==> src/rtl/seq_generator.sv <==
// Serial frame transmitter: sync marker then latched payload MSB first (optional even-parity bit), one bit per clock.
// Latency: first frame bit on x one cycle after the accepting edge; done pulses the cycle after the last bit.
// Backpressure: none; start is ignored while busy (no queuing), accepted again in the cycle after done.
// Optional feature: define SEQ_GEN_PARITY_EN to append an even-parity bit after the payload.
module seq_generator #(
    parameter int                SYNC_W = 4,
    parameter logic [SYNC_W-1:0] SYNC   = 4'b0110,
    parameter int                DATA_W = 8
) (
    input  logic              clk,
    input  logic              reset,
    input  logic              start,
    input  logic [DATA_W-1:0] data,
    output logic              x,
    output logic              valid,
    output logic              busy,
    output logic              done
);

    // Counter must reach the longer of the two segments.
    localparam int CNT_MAX = (SYNC_W > DATA_W) ? SYNC_W : DATA_W;
    localparam int CNT_W   = $clog2(CNT_MAX + 1);

    localparam logic [CNT_W-1:0] SYNC_LAST = CNT_W'(SYNC_W - 1);
    localparam logic [CNT_W-1:0] DATA_LAST = CNT_W'(DATA_W - 1);
    localparam logic [CNT_W-1:0] CNT_ONE   = CNT_W'(1);

    // The state names the bit that the next edge emits: the accepting edge
    // in IDLE emits sync bit 0, SYNC emits the rest of the marker, DATA the
    // payload, PAR the parity bit and FIN the done pulse. This keeps every
    // output registered while the next accept lands exactly on the edge
    // after the done pulse.
    typedef enum logic [2:0] {
        S_IDLE,
        S_SYNC,
        S_DATA,
`ifdef SEQ_GEN_PARITY_EN
        S_PAR,
`endif
        S_FIN
    } state_t;

    state_t              state;
    logic [CNT_W-1:0]    cnt;
    logic [DATA_W-1:0]   shreg;
    logic [SYNC_W-1:0]   sync_sh;
`ifdef SEQ_GEN_PARITY_EN
    logic                par;
`endif

    // Frame FSM with registered serial outputs; reset aborts any frame silently.
    always_ff @(posedge clk) begin
        if (reset) begin
            state   <= S_IDLE;
            cnt     <= '0;
            shreg   <= '0;
            sync_sh <= '0;
            x       <= 1'b0;
            valid   <= 1'b0;
            busy    <= 1'b0;
            done    <= 1'b0;
`ifdef SEQ_GEN_PARITY_EN
            par     <= 1'b0;
`endif
        end else begin
            case (state)
                S_IDLE: begin
                    done <= 1'b0;
                    if (start) begin
                        // Latch the payload and emit the first marker bit now.
                        shreg   <= data;
                        sync_sh <= SYNC << 1;
`ifdef SEQ_GEN_PARITY_EN
                        par     <= ^data;
`endif
                        x       <= SYNC[SYNC_W-1];
                        valid   <= 1'b1;
                        busy    <= 1'b1;
                        if (SYNC_W > 1) begin
                            cnt   <= CNT_ONE;
                            state <= S_SYNC;
                        end else begin
                            cnt   <= '0;
                            state <= S_DATA;
                        end
                    end else begin
                        x     <= 1'b0;
                        valid <= 1'b0;
                        busy  <= 1'b0;
                    end
                end

                S_SYNC: begin
                    x       <= sync_sh[SYNC_W-1];
                    sync_sh <= sync_sh << 1;
                    if (cnt == SYNC_LAST) begin
                        cnt   <= '0;
                        state <= S_DATA;
                    end else begin
                        cnt <= cnt + CNT_ONE;
                    end
                end

                S_DATA: begin
                    x     <= shreg[DATA_W-1];
                    shreg <= shreg << 1;
                    if (cnt == DATA_LAST) begin
                        cnt   <= '0;
`ifdef SEQ_GEN_PARITY_EN
                        state <= S_PAR;
`else
                        state <= S_FIN;
`endif
                    end else begin
                        cnt <= cnt + CNT_ONE;
                    end
                end

`ifdef SEQ_GEN_PARITY_EN
                S_PAR: begin
                    x     <= par;
                    state <= S_FIN;
                end
`endif

                S_FIN: begin
                    // One idle bit carrying the done pulse; start is not looked at here.
                    x     <= 1'b0;
                    valid <= 1'b0;
                    busy  <= 1'b0;
                    done  <= 1'b1;
                    state <= S_IDLE;
                end

                default: begin
                    x     <= 1'b0;
                    valid <= 1'b0;
                    busy  <= 1'b0;
                    done  <= 1'b0;
                    cnt   <= '0;
                    state <= S_IDLE;
                end
            endcase
        end
    end

endmodule
==> config.mk <==
export PLATFORM = sky130hd
export DESIGN_NAME = seq_generator
export DESIGN_NICKNAME = d
export VERILOG_FILES = /design/src/rtl/seq_generator.sv
export SDC_FILE = /design/constraint.sdc
export NUM_CORES = 1
export LEC_CHECK = 0
export BUFFER_PORTS_ARGS = -buffer_cell sky130_fd_sc_hd__buf_2
export CORE_MARGIN = 4
export CORE_UTILIZATION = 40
export DETAILED_ROUTE_END_ITERATION = 10
export GPL_ROUTABILITY_DRIVEN = 0
export PLACE_DENSITY = 0.69
export SKIP_CTS_REPAIR_TIMING = 1
export SLEW_MARGIN = 20
export SYNTH_ARGS = -nofsm -noshare
export SYNTH_HDL_FRONTEND = slang
export SYNTH_SLANG_ARGS = --single-unit
==> constraint.sdc <==
create_clock -name clk -period 2.1 [get_ports clk]
set_clock_uncertainty 0.05 [all_clocks]
set_input_delay 0.21 -clock clk [delete_from_list [all_inputs] [get_ports clk]]
set_output_delay 0.21 -clock clk [all_outputs]
set_load 0.03 [all_outputs]
==> results of run 1 <==
layer usage:
metal	routed length [um]	GRT usage, %
met5	0	0
met4	34	5.96
met3	100	3.85
met2	858	19.0
met1	901	16.0
final cells by class:
| class | count | share of cell area (%) |
|---|---|---|
| sequential | 19 | 34.7 |
| inverter | 2 | 0.684 |
| multi-input combinational | 85 | 50.6 |
| tap | 28 | 3.19 |
| timing repair buffer | 17 | 8.44 |
| clock buffer | 4 | 2.39 |
cell families (layout without fill, tap and decap cells):
group                      after synthesis  after routing  share of synthesized area, %
AOI/OAI and AO/OA                       26             26                          17.5
adders and majority gates                6              6                          7.66
buffers and inverters                    8             23                          4.47
DFF                                     19             19                          38.8
muxes                                    9              9                          9.32
and+or+nand+nor                         44             44                          22.2
final timing paths:
check / from / end / depth (start not counted)
setup / recovery: state[0]$_SDFFE_PP0P_ / cnt[2]$_SDFFE_PP0P_ / 6
hold / removal: data[1] / shreg[1]$_SDFFE_PP0P_ / 3
setup reg to reg: state[0]$_SDFFE_PP0P_ / cnt[2]$_SDFFE_PP0P_ / 6
hold reg to reg: cnt[1]$_SDFFE_PP0P_ / cnt[1]$_SDFFE_PP0P_ / 2
state kept, by name, indices dropped and copies added (netlist names):
name     cells
state        2
shreg        8
x            1
sync_sh      2
cnt          4
busy         1
done         1
where the power goes:
| part | internal, uW | total [uW] | leakage (uW) | switching, uW |
|---|---|---|---|---|
| Sequential | 483 | 554 | 0.000156 | 71.4 |
| Combinational | 299 | 708 | 0.000288 | 409 |
| Clock | 74.0 | 185 | 0.0000150 | 110 |
| Total | 856 | 1450 | 0.000459 | 591 |
tightest hold or removal path: cells and delay by family:
family,cells,cell delay [ps]
AOI/OAI and AO/OA,1,80
muxes,1,110
buffers and inverters,1,100
cell usage in the layout (no fill, tap or decap), types with 2 or more instances in the layout:
cell	synthesis	routed
mux2i_1	8	8
a211oi_1	7	7
nand2_1	5	5
dfxtp_1	19	19
nor3_1	2	2
nor2_1	23	23
ha_1	6	6
buf_2	2	14
a21oi_1	7	7
buf_4	1	3
nand2b_1	4	4
clkbuf_4	0	3
inv_1	2	2
o21ai_0	5	5
metrics by stage:
| stage | hold slack, ps | utilization, % | setup WS [ps] | area [sq um] | total power (uW) |
|---|---|---|---|---|---|
| after CTS | 179 | 48.2 | 179 | 1100 | 1460 |
| after floorplan | 350 | - | 311 | 980 | 1130 |
| after global placement | 405 | 47.1 | 256 | 1070 | 1260 |
| final | 192 | 48.2 | 187 | 1100 | 1450 |
| after detailed placement | 414 | 47.1 | 208 | 1070 | 1270 |
| after global routing | 194 | 48.2 | 55.5 | 1100 | 1580 |
==> results by group, run 1 <==
Outcome
  • Status: complete, no violations

Power and ir drop
  • Peak supply drop: 0.705 mV
  • PD cells: 1320 mW/mm^2
  • P_leak: 0.000459 uW

STA
  • Max_slew headroom: 75.3%
  • Fin Setup TNS: 0 ps
  • Final-report setup violation count: 0
  • RSZ-0062 raised after global routing: no
  • Highest Clock Rate: 523 MHz
  • Final hold violation count: 0
  • Part of the cycle the worst path needs: 91.1%
  • Final Critical Period: 1910 ps
  • Worst-Margin Slew: 370 ps
  • Slew Viols, Final: 0

Logic synthesis
  • Ys Warns: 0
  • Avg Inst Size Synth: 8.75 sq um
  • Mapped Area: 980 sq um
  • Top-count cell post-synth: nor2_1
  • Synth cell types: 33
  • Number of synthesized flops with an enable pin: 0
  • Commonest cells in the netlist: nor2_1 (23), dfxtp_1 (19), mux2i_1 (8)
  • Synth top area cells: dfxtp_1 (39%), nor2_1 (8.8%), mux2i_1 (8.2%)
  • Ys flop type: dfxtp_1
  • Synth Net Count: 129
  • Sequential share of the synthesized area: 38.8%
  • Yosys top cell by area: dfxtp_1
  • Synthesized instance count: 112
  • Async SR Flop Fraction: 0%
  • Post-synthesis register bit count: 19
  • Yosys top cell area share: 38.8%

Global route
  • Initial antenna violation count: 0
  • Remaining Overflow, GRT: 0
  • Largest net degree at the start of global routing: 21
  • GRT Resource Usage Total: 12.5%
  • First-pass GRT wire length: 3220 um
  • Vias in the first global route: 744

Floorplanning
  • Initial core utilization: 43.0%
  • Row cnt: 17
  • Num ports: 15
  • Core area: 0.00228 sq mm
  • Horiz. Die Dim: 57.5 um
  • Die area: 0.00331 sq mm
  • Vert. Die Dim: 57.5 um

Clocking
  • CTS Root Cell: clkbuf_4
  • H-tree levels: 1
  • Clock Latency Late Sink: 300 ps
  • Clock Pin Slew Worst Setup and Hold Paths: 100 ps
  • CTS Buf Count: 3
  • CTS Buffer Depth: 2
  • TritonCTS clock tree: built
  • Clock sinks: 19

Routing
  • DRC: 0
  • Drt wl/cell: 12.2 um
  • Iter 0 DRT Violations: 12
  • Final wirelength: 1890 um
  • Antenna violation net count after detailed routing: 0
  • Routed vias: 822
  • Pre-antenna DRT Iters: 4
  • Via/cell ratio: 5.30

Layout
  • Diodes inserted: 0
  • Area of the multi-input gates: 556 sq um
  • Nets: 145
  • Non-filler cells, final: 155
  • Fill cells: 236
  • Seq. cell area: 380 sq um
  • Area grow syn2layout: 12.0%
  • Layout cell share with drive strength beyond 1: 18.9%

Placement
  • Input/output buffers: 14
  • DPL Wire Length: 1380 um
  • Placed cells: 151

Worst setup path
  • Reg-to-reg slack, setup: 190 ps
  • Critical Path Start Type: flip-flop
  • Slowest cell on crit path: or4b_1
  • CP required: 2290 ps
  • CP Capture Type: flip-flop
  • Worst path cell trace: inv_1, ha_1, nor2b_4, or4b_1, a211o_1, a21oi_2
  • Crit Path Category: reg -> reg
  • Critical path buffers and inverters: 1
  • CP max stage delay: 460 ps
  • Worst-path fanout max: 7
  • Crit path DAT: 2110 ps
  • CP top delay family: simple AND/OR/NAND/NOR gates

Job
  • Max-cap viol count: 0

Hold path
  • Worst min path class: in -> reg
(Power assumes the default switching activity.)
==> run 2: changes to the inputs <==
--- a/config.mk
+++ b/config.mk
@@ -7,10 +7,10 @@
 export LEC_CHECK = 0
 export BUFFER_PORTS_ARGS = -buffer_cell sky130_fd_sc_hd__buf_2
 export CORE_MARGIN = 4
-export CORE_UTILIZATION = 40
+export CORE_UTILIZATION = 54
 export DETAILED_ROUTE_END_ITERATION = 10
 export GPL_ROUTABILITY_DRIVEN = 0
-export PLACE_DENSITY = 0.69
+export PLACE_DENSITY = 0.85
 export SKIP_CTS_REPAIR_TIMING = 1
 export SLEW_MARGIN = 20
 export SYNTH_ARGS = -nofsm -noshare
==> run 2 against run 1 <==
Wire length is 0.11% higher. Fmax down 0.56%. Critical path depth stayed put. Die area shrank 23%. Cell area shrank 0.23%. Largest power group unchanged.
==> results by group, run 2 (synthesis results as in run 1) <==
Routing
  • Via/cell ratio: 5.33
  • DRC: 0
  • Routed vias: 810
  • Final wirelength: 1900 um
  • Iter 0 DRT Violations: 15
  • Pre-antenna DRT Iters: 4
  • Antenna violation net count after detailed routing: 0
  • Drt wl/cell: 12.5 um

STA
  • Final Critical Period: 1920 ps
  • Final-report setup violation count: 0
  • Worst-Margin Slew: 387 ps
  • Final hold violation count: 0
  • Part of the cycle the worst path needs: 91.6%
  • Fin Setup TNS: 0 ps
  • Fin Hold WS: 189 ps
  • Slew Viols, Final: 0
  • RSZ-0062 raised after global routing: no
  • Highest Clock Rate: 520 MHz
  • Max_slew headroom: 74.2%

Worst setup path
  • Worst R2R Start: state[0]$_SDFFE_PP0P_
  • Reg-to-reg slack, setup: 180 ps
  • CP required: 2290 ps
  • R2r endpoint: cnt[2]$_SDFFE_PP0P_
  • Critical Path Start Type: flip-flop
  • Crit path DAT: 2110 ps
  • CP Capture Type: flip-flop
  • R2R depth: 6
  • Crit Path Category: reg -> reg
  • Worst-path fanout max: 7

Outcome
  • Status: complete, no violations

Layout
  • Area of the multi-input gates: 556 sq um
  • Fill cells: 172
  • Nets: 145
  • Seq. cell area: 380 sq um
  • Most flops, register: shreg
  • Area grow syn2layout: 11.7%
  • Diodes inserted: 0
  • Max reg flops: 8
  • Layout cell share with drive strength beyond 1: 19.7%
  • Most common cell after layout, fill and taps aside: nor2_1
  • Finished Cell Area: 0.00109 sq mm
  • Commonest non-fill, non-tap cells in the layout: nor2_1 (23), dfxtp_1 (19), buf_2 (14), mux2i_1 (8)
  • Final core utilization: 63.4%
  • Largest regs: shreg (8), cnt (4)

Placement
  • Area after DPL: 0.00107 sq mm
  • Input/output buffers: 14
  • DPL Wire Length: 1390 um

Global route
  • First-pass GRT wire length: 3190 um
  • Largest net degree at the start of global routing: 21
  • Remaining Overflow, GRT: 0
  • GRT Resource Usage Total: 16.6%
  • Vias in the first global route: 751
  • Initial antenna violation count: 0

Power and ir drop
  • P_leak: 0.000462 uW
  • Peak supply drop: 0.762 mV
  • PD cells: 1330 mW/mm^2

Job
  • Max-cap viol count: 0

Hold path
  • Worst hold start: data[3]
  • Hold path cells: 3
  • WHS Endpoint: shreg[3]$_SDFFE_PP0P_
  • Worst min path class: in -> reg

Floorplanning
  • Initial core utilization: 56.7%
  • Row cnt: 15
  • Num ports: 15
  • Horiz. Die Dim: 50.6 um
  • Die area: 0.00256 sq mm
  • Core area: 0.00173 sq mm
  • Vert. Die Dim: 50.6 um

Clocking
  • CTS Buffer Depth: 2
  • CTS Root Cell: clkbuf_4
  • Clock sinks: 19
  • TritonCTS clock tree: built
  • H-tree levels: 1
  • CTS Buf Count: 3
  • Clock Latency Late Sink: 300 ps
  • Clock Pin Slew Worst Setup and Hold Paths: 110 ps
-- run 2: report_power, final --
group	switching [uW]	leakage [uW]	internal, uW	total (uW)
clock	113	0.0000177	71.0	184
combinational	412	0.000288	300	712
sequential	75.1	0.000156	483	558
total	600	0.000462	854	1450
-- run 2: critical path, cell delays in order, from the launching register on --
cell and delay, ps:
dfxtp_1 420, inv_1 90, ha_1 280, nor2b_4 170
or4b_1 460, a211o_1 280, a21oi_2 130
-- run 2: final cells by class --
type	count	share of cell area, %
Inverter	2	0.686
Clock inverter	1	0.457
Sequential cell	19	34.7
Timing Repair Buffer	17	8.46
Clock buffer	3	2.06
Multi-Input combinational cell	85	50.7
Tap cell	25	2.86
-- run 2: per-stage QoR --
| step | std cells | total power [uW] | setup WS [ps] |
|---|---|---|---|
| after floorplan | 112 | 1130 | 311 |
| after global placement | 148 | 1250 | 257 |
| after detailed placement | 148 | 1270 | 207 |
| after CTS | 152 | 1460 | 169 |
| after global routing | 152 | 1580 | 61.9 |
| final | 152 | 1450 | 176 |
-- run 2: layer usage --
metal | GRT usage, % | vias to the layer above | routed length [um]
met5 | 0 | - | 0
met4 | 9.42 | 0 | 33
met3 | 3.56 | 4 | 75
met2 | 26.3 | 14 | 854
met1 | 20.6 | 367 | 933
li1 | - | 425 | -
-- run 2: worst max-delay path by stage --
stage	startpoint	to	slack, ps	cells past startpoint
detailed placement	state[0]$_SDFFE_PP0P_	cnt[2]$_SDFFE_PP0P_	210	6
floorplan	state[0]$_SDFFE_PP0P_	cnt[2]$_SDFFE_PP0P_	310	6
global placement	state[0]$_SDFFE_PP0P_	cnt[2]$_SDFFE_PP0P_	260	6
CTS	state[0]$_SDFFE_PP0P_	cnt[2]$_SDFFE_PP0P_	170	6
global route	state[0]$_SDFFE_PP0P_	cnt[2]$_SDFFE_PP0P_	60	6
finish	state[0]$_SDFFE_PP0P_	cnt[2]$_SDFFE_PP0P_	180	6
==> run 3: changes to the inputs <==
--- a/config.mk
+++ b/config.mk
@@ -6,6 +6,7 @@
 export NUM_CORES = 1
 export LEC_CHECK = 0
 export BUFFER_PORTS_ARGS = -buffer_cell sky130_fd_sc_hd__buf_2
+export CORE_ASPECT_RATIO = 0.75
 export CORE_MARGIN = 4
 export CORE_UTILIZATION = 54
 export DETAILED_ROUTE_END_ITERATION = 10
==> run 3 against run 2 <==
Count of clock-buffer cells in the layout did not move. Cell area unchanged. Largest power group unchanged. Critical endpoint unchanged. Highest routed layer unchanged. Fmax decreased by 1.7%. Core utilization rose by 0.092 points.
==> results by group, run 3 (synthesis results as in run 1) <==
Worst setup path
  • Critical path buffers and inverters: 1
  • Worst path cell trace: inv_1, ha_1, nor2b_4, or4b_1, a211o_1, a21oi_2
  • CP max stage delay: 480 ps
  • Worst-path fanout max: 7
  • CP Capture Type: flip-flop
  • Crit Path Category: reg -> reg
  • CP top delay family: simple AND/OR/NAND/NOR gates
  • Crit path DAT: 2150 ps
  • Slowest cell on crit path: or4b_1
  • Critical Path Start Type: flip-flop
  • CP required: 2300 ps

Floorplanning
  • Vert. Die Dim: 44.9 um
  • Num ports: 15
  • Initial core utilization: 56.8%
  • Core area: 0.00172 sq mm
  • Row cnt: 13
  • Horiz. Die Dim: 57.2 um
  • Die area: 0.00257 sq mm

Power and ir drop
  • Peak supply drop: 0.682 mV
  • Sw Share: 42.4%
  • Clock power frac: 12.9%
  • Sequential power share: 37.6%
  • P_leak: 0.000458 uW
  • Comb pwr share: 49.4%
  • Switching power: 632 uW
  • PD cells: 1360 mW/mm^2
  • Power Internal: 859 uW
  • Total power: 1490 uW

Clocking
  • Clock Latency Late Sink: 300 ps
  • TritonCTS clock tree: built
  • Clock Pin Slew Worst Setup and Hold Paths: 110 ps
  • CTS Root Cell: clkbuf_4
  • CTS Buffer Depth: 2
  • CTS Buf Count: 3
  • Clock sinks: 19
  • H-tree levels: 1

STA
  • Part of the cycle the worst path needs: 93.2%
  • Final-report setup violation count: 0
  • Max_slew headroom: 74.6%
  • Fin worst setup slack: 142 ps
  • Highest Clock Rate: 511 MHz
  • Fin Setup TNS: 0 ps
  • RSZ-0062 raised after global routing: no
  • Slew Viols, Final: 0
  • Worst-Margin Slew: 381 ps
  • Final hold violation count: 0
  • Final Critical Period: 1960 ps

Layout
  • Most flops, register: shreg
  • Diodes inserted: 0
  • Most common cell after layout, fill and taps aside: nor2_1
  • Fill cells: 164
  • Commonest non-fill, non-tap cells in the layout: nor2_1 (23), dfxtp_1 (18), buf_2 (14), mux2i_1 (8)
  • Nets: 145
  • Largest regs: shreg (8), cnt (4)
  • Max reg flops: 8
  • Area grow syn2layout: 11.7%
  • Layout cell share with drive strength beyond 1: 20.5%

Routing
  • Final wirelength: 2070 um
  • Drt wl/cell: 13.9 um
  • Iter 0 DRT Violations: 14
  • DRC: 0
  • Pre-antenna DRT Iters: 4
  • Routed vias: 862
  • Via/cell ratio: 5.79
  • Antenna violation net count after detailed routing: 0

Global route
  • First-pass GRT wire length: 3620 um
  • Remaining Overflow, GRT: 0
  • Largest net degree at the start of global routing: 21
  • Vias in the first global route: 817
  • GRT Resource Usage Total: 18.3%
  • Initial antenna violation count: 0

Hold path
  • Worst min path class: in -> reg

Placement
  • DPL Wire Length: 1470 um
  • Pre-CTS WS: 156 ps
  • Input/output buffers: 14

Outcome
  • Status: complete, no violations

Job
  • Max-cap viol count: 0
==> run 3: cell count changes in the layout (fill, tap and decap cells not counted), sizes merged <==
cell / change
clkinv: -1
clkinvlp: +1
==> run 3: area by class of cell <==
class	instances	area (sq um)	area share, %
sequential	19	382	34.9
clock inverter	1	7.51	0.686
multi-input combinational	85	556	50.7
timing repair buffer	17	92.6	8.46
tap	22	27.5	2.51
clock buffer	3	22.5	2.06
inverter	2	7.51	0.686
==> run 3: worst min-delay path: cells and delay by family <==
family                 cells  cell delay, ps
multiplexers               1             110
AO/OA/AOI/OAI              1              80
buffers and inverters      1              90
==> run 3: stage by stage <==
stage	hold slack [ps]	std cells	utilization (%)	cell area (sq um)
after floorplan	350	112	-	980
after global placement	404	145	61.7	1060
after detailed placement	419	145	61.7	1060
after CTS	169	149	63.4	1090
after global routing	176	149	63.5	1090
final	180	149	63.5	1090
==> run 3: final timing paths <==
check                           cells after the start                   from                    end  slack (ps)
worst max-delay path                                6  state[1]$_SDFFE_PP0P_    cnt[2]$_SDFFE_PP0P_         140
worst min-delay path                                3                data[4]  shreg[4]$_SDFFE_PP0P_         180
worst max register to register                      6  state[1]$_SDFFE_PP0P_    cnt[2]$_SDFFE_PP0P_         140
worst min register to register                      2    cnt[1]$_SDFFE_PP0P_    cnt[1]$_SDFFE_PP0P_         440
==> run 3: power by group through the flow <==
| stage | Sequential (uW) | Clock (uW) | Combinational (uW) |
|---|---|---|---|
| floorplan | 566 | 0 | 563 |
| global placement | 555 | 0 | 690 |
| detailed placement | 565 | 0 | 719 |
| CTS | 557 | 198 | 729 |
| global route | 573 | 212 | 822 |
| finish | 561 | 193 | 737 |
==> run 3: routing by layer <==
metal / track usage (%) / wire length (um) / up-vias
li1: - / - / 426
met1: 23.3 / 975 / 411
met2: 30.5 / 979 / 23
met3: 5.43 / 101 / 2
met4: 5.09 / 12 / 0
met5: 0 / 0 / -
